===== config.mk =====
export PLATFORM = sky130hd
export DESIGN_NAME = uart_cmd_tx
export DESIGN_NICKNAME = d
export VERILOG_FILES = /design/src/rtl/uart_cmd_tx.sv
export SDC_FILE = /design/constraint.sdc
export NUM_CORES = 1
export LEC_CHECK = 0
export CAP_MARGIN = 20
export CORE_ASPECT_RATIO = 1.4
export CORE_UTILIZATION = 50
export DETAILED_ROUTE_END_ITERATION = 10
export GPL_ROUTABILITY_DRIVEN = 0
export PLACE_DENSITY = 0.75
export SLEW_MARGIN = 20
export SYNTH_ARGS = -nofsm -noshare
export SYNTH_HDL_FRONTEND = slang
export SYNTH_SLANG_ARGS = --single-unit

===== constraint.sdc =====
create_clock -name clk -period 2.22 [get_ports clk]
set_clock_uncertainty 0.05 [all_clocks]
set_input_delay 0.444 -clock clk [delete_from_list [all_inputs] [get_ports clk]]
set_output_delay 0.444 -clock clk [all_outputs]
set_load 0.02 [all_outputs]

===== src/rtl/uart_cmd_tx.sv =====
// uart_cmd_tx: serialises a CMD_WIDTH-bit command as CMD_WIDTH/8 back-to-back UART frames, MSB byte first.
// Latency: start bit on tx the cycle after accept; done pulses the cycle after the last stop bit.
// Backpressure: cmd_rdy is low for the whole command; cmd_vld while not ready is dropped, nothing queued.
//
// Ports:
//   clk, rst_n          - clock and synchronous active-low reset
//   cmd_in/cmd_vld/cmd_rdy - command word with valid/ready handshake
//   tx                  - registered serial line, idle high
//   busy, done          - command in flight / one-cycle completion pulse
module uart_cmd_tx #(
  parameter int CLK_FREQ  = 50000000,
  parameter int BAUD      = 115200,
  parameter int CMD_WIDTH = 16,
  parameter int PARITY    = 1,
  parameter int STOP_BITS = 1
) (
  input  logic                 clk,
  input  logic                 rst_n,
  input  logic [CMD_WIDTH-1:0] cmd_in,
  input  logic                 cmd_vld,
  output logic                 cmd_rdy,
  output logic                 tx,
  output logic                 busy,
  output logic                 done
);

  localparam int DIV    = CLK_FREQ / BAUD;
  localparam int NBYTES = CMD_WIDTH / 8;
  localparam int CW     = (DIV > 2) ? $clog2(DIV) : 1;
  localparam int BCW    = (NBYTES > 1) ? $clog2(NBYTES) : 1;
  localparam logic ODD_PAR = (PARITY == 2);

  if (DIV < 2) begin : g_div_chk
    $error("uart_cmd_tx: CLK_FREQ/BAUD must be at least 2");
  end
  if ((CMD_WIDTH == 0) || (CMD_WIDTH % 8 != 0)) begin : g_width_chk
    $error("uart_cmd_tx: CMD_WIDTH must be a non-zero multiple of 8");
  end
  if ((PARITY < 0) || (PARITY > 2)) begin : g_par_chk
    $error("uart_cmd_tx: PARITY must be 0, 1 or 2");
  end
  if ((STOP_BITS != 1) && (STOP_BITS != 2)) begin : g_stop_chk
    $error("uart_cmd_tx: STOP_BITS must be 1 or 2");
  end

  typedef enum logic [2:0] {
    S_IDLE,
    S_START,
    S_DATA,
    S_PAR,
    S_STOP
  } state_t;

  state_t               state_q;
  logic [CW-1:0]        baud_cnt_q;
  logic [CW-1:0]        baud_cnt_d;
  logic [2:0]           bit_cnt_q;
  logic [2:0]           bit_cnt_d;
  logic [BCW-1:0]       byte_cnt_q;
  logic [CMD_WIDTH-1:0] shift_q;
  logic                 tx_q;
  logic                 busy_q;
  logic                 done_q;

  logic                 baud_end;
  logic [7:0]           cur_byte;

  // The byte on the line is always the top byte; the register shifts left
  // by a byte between frames.
  assign cur_byte   = shift_q[CMD_WIDTH-1 -: 8];
  assign baud_end   = (baud_cnt_q == CW'(DIV - 1));
  assign baud_cnt_d = baud_end ? '0 : baud_cnt_q + CW'(1);
  assign bit_cnt_d  = bit_cnt_q + 3'd1;

  always_ff @(posedge clk) begin
    if (!rst_n) begin
      state_q    <= S_IDLE;
      baud_cnt_q <= '0;
      bit_cnt_q  <= '0;
      byte_cnt_q <= '0;
      shift_q    <= '0;
      tx_q       <= 1'b1;
      busy_q     <= 1'b0;
      done_q     <= 1'b0;
    end else begin
      done_q <= 1'b0;
      case (state_q)
        S_IDLE: begin
          if (cmd_vld) begin
            shift_q    <= cmd_in;
            state_q    <= S_START;
            tx_q       <= 1'b0;
            busy_q     <= 1'b1;
            baud_cnt_q <= '0;
            bit_cnt_q  <= '0;
            byte_cnt_q <= '0;
          end
        end
        S_START: begin
          baud_cnt_q <= baud_cnt_d;
          if (baud_end) begin
            state_q   <= S_DATA;
            bit_cnt_q <= '0;
            tx_q      <= cur_byte[0];
          end
        end
        S_DATA: begin
          baud_cnt_q <= baud_cnt_d;
          if (baud_end) begin
            if (bit_cnt_q == 3'd7) begin
              bit_cnt_q <= '0;
              if (PARITY != 0) begin
                state_q <= S_PAR;
                tx_q    <= (^cur_byte) ^ ODD_PAR;
              end else begin
                state_q <= S_STOP;
                tx_q    <= 1'b1;
              end
            end else begin
              bit_cnt_q <= bit_cnt_d;
              tx_q      <= cur_byte[bit_cnt_d];
            end
          end
        end
        S_PAR: begin
          baud_cnt_q <= baud_cnt_d;
          if (baud_end) begin
            state_q   <= S_STOP;
            bit_cnt_q <= '0;
            tx_q      <= 1'b1;
          end
        end
        S_STOP: begin
          baud_cnt_q <= baud_cnt_d;
          if (baud_end) begin
            if (bit_cnt_q == 3'(STOP_BITS - 1)) begin
              bit_cnt_q <= '0;
              if (byte_cnt_q == BCW'(NBYTES - 1)) begin
                // Last stop bit done: back to idle with a completion pulse.
                state_q    <= S_IDLE;
                byte_cnt_q <= '0;
                tx_q       <= 1'b1;
                busy_q     <= 1'b0;
                done_q     <= 1'b1;
              end else begin
                // Next byte starts immediately, no idle gap.
                state_q    <= S_START;
                byte_cnt_q <= byte_cnt_q + BCW'(1);
                shift_q    <= shift_q << 8;
                tx_q       <= 1'b0;
              end
            end else begin
              bit_cnt_q <= bit_cnt_d;
            end
          end
        end
        default: begin
          state_q <= S_IDLE;
          tx_q    <= 1'b1;
          busy_q  <= 1'b0;
        end
      endcase
    end
  end

  assign tx      = tx_q;
  assign busy    = busy_q;
  assign cmd_rdy = ~busy_q;
  assign done    = done_q;

endmodule


==> results_dict.tcl, run 1 <==
set metrics [dict create \
    status "finished, final reports clean" \
    cts.path.max_buffers 2 \
    synthCells 227 \
    min_period_over_period 0.936 \
    ir_worst_vdd_uv 434 \
    fin_setup_tns_ps 0 \
    hold_path.class "flop to flop" \
    grt_setup_unrepaired "no" \
    final-instance-count-excl-fill 296 \
    grt_max_degree 25 \
    postCtsSetupBuffers 0 \
    grt_usage 0.214 \
    crit_fanout 3 \
    synth_enable_flop_cells 0 \
    avgRoutedWirePerCell_um 14.0 \
    worstPathArrival_ps 2210 \
    grt_pass1_vias 1641 \
    netlist_area_um2 1990 \
    powerDensity_nw_per_um2 559 \
    place_inst 288 \
    die_area_um2 4240 \
    start_util 0.531 \
    num_vias 1670 \
    dp_hpwl_um 3030 \
    ios 23 \
    register_area_um2 701 \
    grt_pass1_wl_um 7220 \
    drt_wl_total_um 4150 \
    mostFrequentLayoutCells "dfxtp_1 (35), nand2_1 (28), nor2_1 (25)" \
    drt_iter0_drc 73 \
    required_ps 2350 \
    diodes 0 \
    relSlewSlack 0.646 \
    grt-ovfl-total 0 \
    fin_area_um2 2360 \
    cts_hold_buf 0 \
    cp-start-kind "flop" \
    root_buffer "clkbuf_8" \
    core-area_um2 3740 \
    min_delay_path_depth 2 \
    fp.dieW_um 55.3 \
    nFillCells 308 \
    hold_viol 0 \
    postSynthAreaPerCell_um2 8.76 \
    area_growth_pct 18.6 \
    ys_types 50 \
    multi_input_area_um2 1210 \
    synth_warnings 0 \
    drive_gt1_frac 0.130 \
    clk_pin_slew_worst_paths_ps 70 \
    synth-async-reset-ratio 0 \
    cts_sinks 35 \
    layout_commonest_cell "dfxtp_1" \
    slew_viol_final 0 \
    die_y_um 76.6 \
    r2r_cells 7 \
    fmax_mhz 481 \
    antenna_found_initial 0 \
    cts_resized 0 \
    yosys_register_bits 35 \
    synth_flop_cell "dfxtp_1" \
    setup_viol 0 \
    firstDrtPassIters 4 \
    clock_latency_ps 290 \
    cts_tree "built" \
    synth_nets 251 \
    end_kind "flop" \
    crit_type "flop to flop" \
    htreeDepth 2 \
    max-cap-violations 0 \
    cts_buffers 5 \
    via_per_inst 5.64 \
    nets 277 \
    post-route-drc-count 0 \
    worst_pin_slew_ps 531 \
    leakage_uw 0.000857 \
    dpl-instance-area_um2 2260 \
    timing.final.crit_period_ps 2080 \
    io_buffer_count 22 \
    synth-seq-area-share 0.352 \
    ant_nets 0 \
    num_rows 26 \
]
-- routing by layer --
| layer | up-vias | track usage | wire (µm) |
|---|---|---|---|
| met4 | 0 | 0.0900 | 78 |
| met5 | - | 0 | 0 |
| li1 | 857 | - | - |
| met2 | 29 | 0.400 | 2180 |
| met1 | 778 | 0.228 | 1780 |
| met3 | 6 | 0.0407 | 110 |
-- power breakdown --
group | internal, µW | switching [µW]
clock | 220 | 225
combinational | 106 | 85.0
sequential | 655 | 25.6
total | 981 | 336
-- state kept, by name (all words and copies together) (netlist names) --
register	count
baud_cnt_q	9
bit_cnt_q	3
busy	1
byte_cnt_q	1
done	1
shift_q	16
state_q	3
tx	1
-- critical path: stages (launching register included) --
cell,delay (ps)
dfxtp_1,330
ha_1,210
ha_4,290
mux4_2,480
nor2b_1,140
a211oi_1,200
a2111oi_0,100
o32a_1,180
-- cell type report --
| class | count | share of cell area |
|---|---|---|
| timing repair buffer | 31 | 0.122 |
| clock buffer | 7 | 0.0324 |
| inverter | 6 | 0.00955 |
| clock inverter | 1 | 0.00212 |
| multi-input combinational | 174 | 0.514 |
| tap | 42 | 0.0223 |
| sequential | 35 | 0.297 |
-- per-stage QoR --
stage                     hold WS, ps  setup slack (ps)  utilization  power [µW]
after floorplan                   381               160            -         819
after global placement            390              68.0        0.605         884
after detailed placement          395              48.5        0.605         887
after CTS                         403               101        0.627        1330
after global routing              429              13.0        0.630        1380
final                             405               143        0.630        1320
-- cell usage after synthesis, types with 2 or more instances --
cell type,instances,area share
nand2_1,28,0.053
xnor2_1,14,0.062
a311oi_1,4,0.018
a21oi_1,6,0.015
nand3b_1,2,0.0075
inv_1,6,0.011
and3_1,4,0.013
a311oi_2,4,0.030
and4bb_2,2,0.013
a21boi_0,8,0.030
buf_2,4,0.010
dfxtp_1,35,0.35
a211oi_1,3,0.011
clkbuf_1,6,0.011
buf_6,2,0.011
o21ai_1,2,0.0050
o21ai_0,2,0.0050
o22a_1,2,0.0088
nand2b_1,7,0.022
a2bb2oi_1,2,0.0088
nor3_1,3,0.0075
nor2b_1,6,0.019
nor2_1,25,0.047
ha_1,5,0.031
mux4_2,2,0.023
nand3_1,19,0.048
-- final timing paths --
kind / startpoint / to / slack [ps]
setup / recovery: bit_cnt_q[1]$_SDFFE_PN0P_ / tx$_SDFFE_PN1P_ / 140
hold / removal: shift_q[7]$_SDFFE_PN0P_ / shift_q[7]$_SDFFE_PN0P_ / 410
setup reg to reg: bit_cnt_q[1]$_SDFFE_PN0P_ / tx$_SDFFE_PN1P_ / 140
hold reg to reg: shift_q[7]$_SDFFE_PN0P_ / shift_q[7]$_SDFFE_PN0P_ / 410
-- logic make-up after synthesis --
logic type | count (synthesis) | synth area share
and+or+nand+nor | 107 | 0.295
buffers and inverters | 18 | 0.0441
muxes | 4 | 0.0334
DFF | 35 | 0.352
AOI/OAI and AO/OA | 43 | 0.177
xor gates and xnor gates | 15 | 0.0661
adders and majority gates | 5 | 0.0315
Power figures use the tool's default switching activity.
==> run 2, diff against run 1 <==
CORE_UTILIZATION = 52   (was 50)
CTS_BUF_LIST = sky130_fd_sc_hd__clkbuf_4   (was default)
HOLD_SLACK_MARGIN = 0.06   (was default)
PLACE_DENSITY = 0.78   (was 0.75)
==> results_dict.tcl, run 2 (synthesis gave the netlist of run 1 again) <==
set metrics [dict create \
    drive_gt1_frac 0.138 \
    antenna_found_initial 0 \
    via_per_inst 5.67 \
    min_delay_path_depth 2 \
    grt-ovfl-total 0 \
    hold_start "shift_q[6]$_SDFFE_PN0P_" \
    cts_tree "built" \
    path_delay_family "adder cells" \
    fin_area_um2 2330 \
    r2r_start "bit_cnt_q[0]$_SDFFE_PN0P_" \
    nets 276 \
    grt_setup_unrepaired "no" \
    min_to "shift_q[6]$_SDFFE_PN0P_" \
    power_uw 1230 \
    relSlewSlack 0.623 \
    largestRegisters "shift_q (16), baud_cnt_q (9)" \
    dpl-instance-area_um2 2260 \
    layout_setup_ws_ps 126 \
    timing.final.crit_period_ps 2090 \
    cts_sinks 35 \
    r2r_cells 7 \
    fp.dieW_um 54.3 \
    num_vias 1673 \
    crit_fanout 3 \
    ios 23 \
    dp_worst_setup_slack_ps 52.6 \
    dp_hpwl_um 3010 \
    core-area_um2 3640 \
    cp_slowest_cell "mux4_2" \
    ir_worst_vdd_uv 453 \
    layout_commonest_cell "dfxtp_1" \
    powerDensity_nw_per_um2 530 \
    r2r_slack_ps 130 \
    crit_chain "ha_1, ha_4, mux4_2, nor2b_1, a211oi_2, a2111oi_0, o32a_1" \
    num_rows 26 \
    grt_pass1_vias 1568 \
    grt_usage 0.231 \
    cp-start-kind "flop" \
    cpPeakStageDelay_ps 490 \
    worstReg2RegEnd "tx$_SDFFE_PN1P_" \
    clock_latency_ps 340 \
    avgRoutedWirePerCell_um 13.9 \
    status "finished, final reports clean" \
    cts.path.max_buffers 2 \
    hold_viol 0 \
    htreeDepth 2 \
    crit_type "flop to flop" \
    setup_viol 0 \
    required_ps 2410 \
    crit_start "bit_cnt_q[0]$_SDFFE_PN0P_" \
    firstDrtPassIters 4 \
    area_growth_pct 17.2 \
    timing.critical_path.buf_inv 0 \
    drt_iter0_drc 51 \
    fmax_mhz 478 \
    diodes 0 \
    min_period_over_period 0.943 \
    largest_reg_flops 16 \
    die_area_um2 4080 \
    clk_pin_slew_worst_paths_ps 100 \
    worstPathArrival_ps 2280 \
    start_util 0.546 \
    io_buffer_count 22 \
    end_kind "flop" \
    worst_pin_slew_ps 565 \
    slew_viol_final 0 \
    grt_pass1_wl_um 6860 \
    die_y_um 75.2 \
    leakage_uw 0.000846 \
    ant_nets 0 \
    fin_setup_tns_ps 0 \
    drt_wl_total_um 4090 \
    largest_register "shift_q" \
    post-route-drc-count 0 \
    mostFrequentLayoutCells "dfxtp_1 (35), nand2_1 (28), nor2_1 (25)" \
    root_buffer "clkbuf_4" \
    max-cap-violations 0 \
    grt_max_degree 25 \
    hold_path.class "flop to flop" \
    cts_buffers 5 \
]
==> run 2: area by class of cell <==
class | count | area, µm²
fill | 322 | 1310
multi-input combinational | 174 | 1220
sequential | 35 | 701
timing repair buffer | 30 | 280
clock buffer | 7 | 52.6
tap | 42 | 52.6
inverter | 6 | 22.5
clock inverter | 1 | 5.00
==> run 2: what timing repair did <==
item / in CTS / in global routing
setup buffers: 0 / 0
hold buffers: 0 / 0
gates resized for setup: 0 / 2
setup endpoints to repair: 0 / 1
==> run 2: worst max path at each step <==
stage,end,slack [ps],cells past startpoint
2_1_floorplan,tx$_SDFFE_PN1P_,160,7
3_3_place_gp,shift_q[12]$_SDFFE_PN0P_,70,5
3_5_place_dp,shift_q[11]$_SDFFE_PN0P_,50,5
4_1_cts,tx$_SDFFE_PN1P_,50,7
5_1_grt,tx$_SDFFE_PN1P_,30,7
6_report,tx$_SDFFE_PN1P_,130,7
==> run 2: report_power, final <==
group          leakage, µW  total [µW]  internal, µW  switching (µW)
Combinational     0.000524         194           107            86.7
Clock            0.0000361         361           148             214
Sequential        0.000286         680           654            25.2
==> run 2: worst register-to-register path, stage by stage, from the launching register on <==
cell       delay (ps)
dfxtp_1           330
ha_1              220
ha_4              300
mux4_2            490
nor2b_1           150
a211oi_2          190
a2111oi_0          90
o32a_1            180
==> run 2: routing by layer <==
metal / vias to the layer above / global-route usage / share of wire
li1: 857 / - / -
met1: 789 / 0.264 / 0.44
met2: 22 / 0.400 / 0.53
met3: 5 / 0.0646 / 0.021
met4: 0 / 0.0855 / 0.014
met5: - / 0 / 0
==> run 2: per-stage QoR <==
stage / hold slack, ps / util / std cells
floorplan: 381 / - / 227
global placement: 390 / 0.619 / 287
detailed placement: 395 / 0.619 / 287
CTS: 408 / 0.635 / 295
global route: 432 / 0.640 / 295
finish: 406 / 0.640 / 295
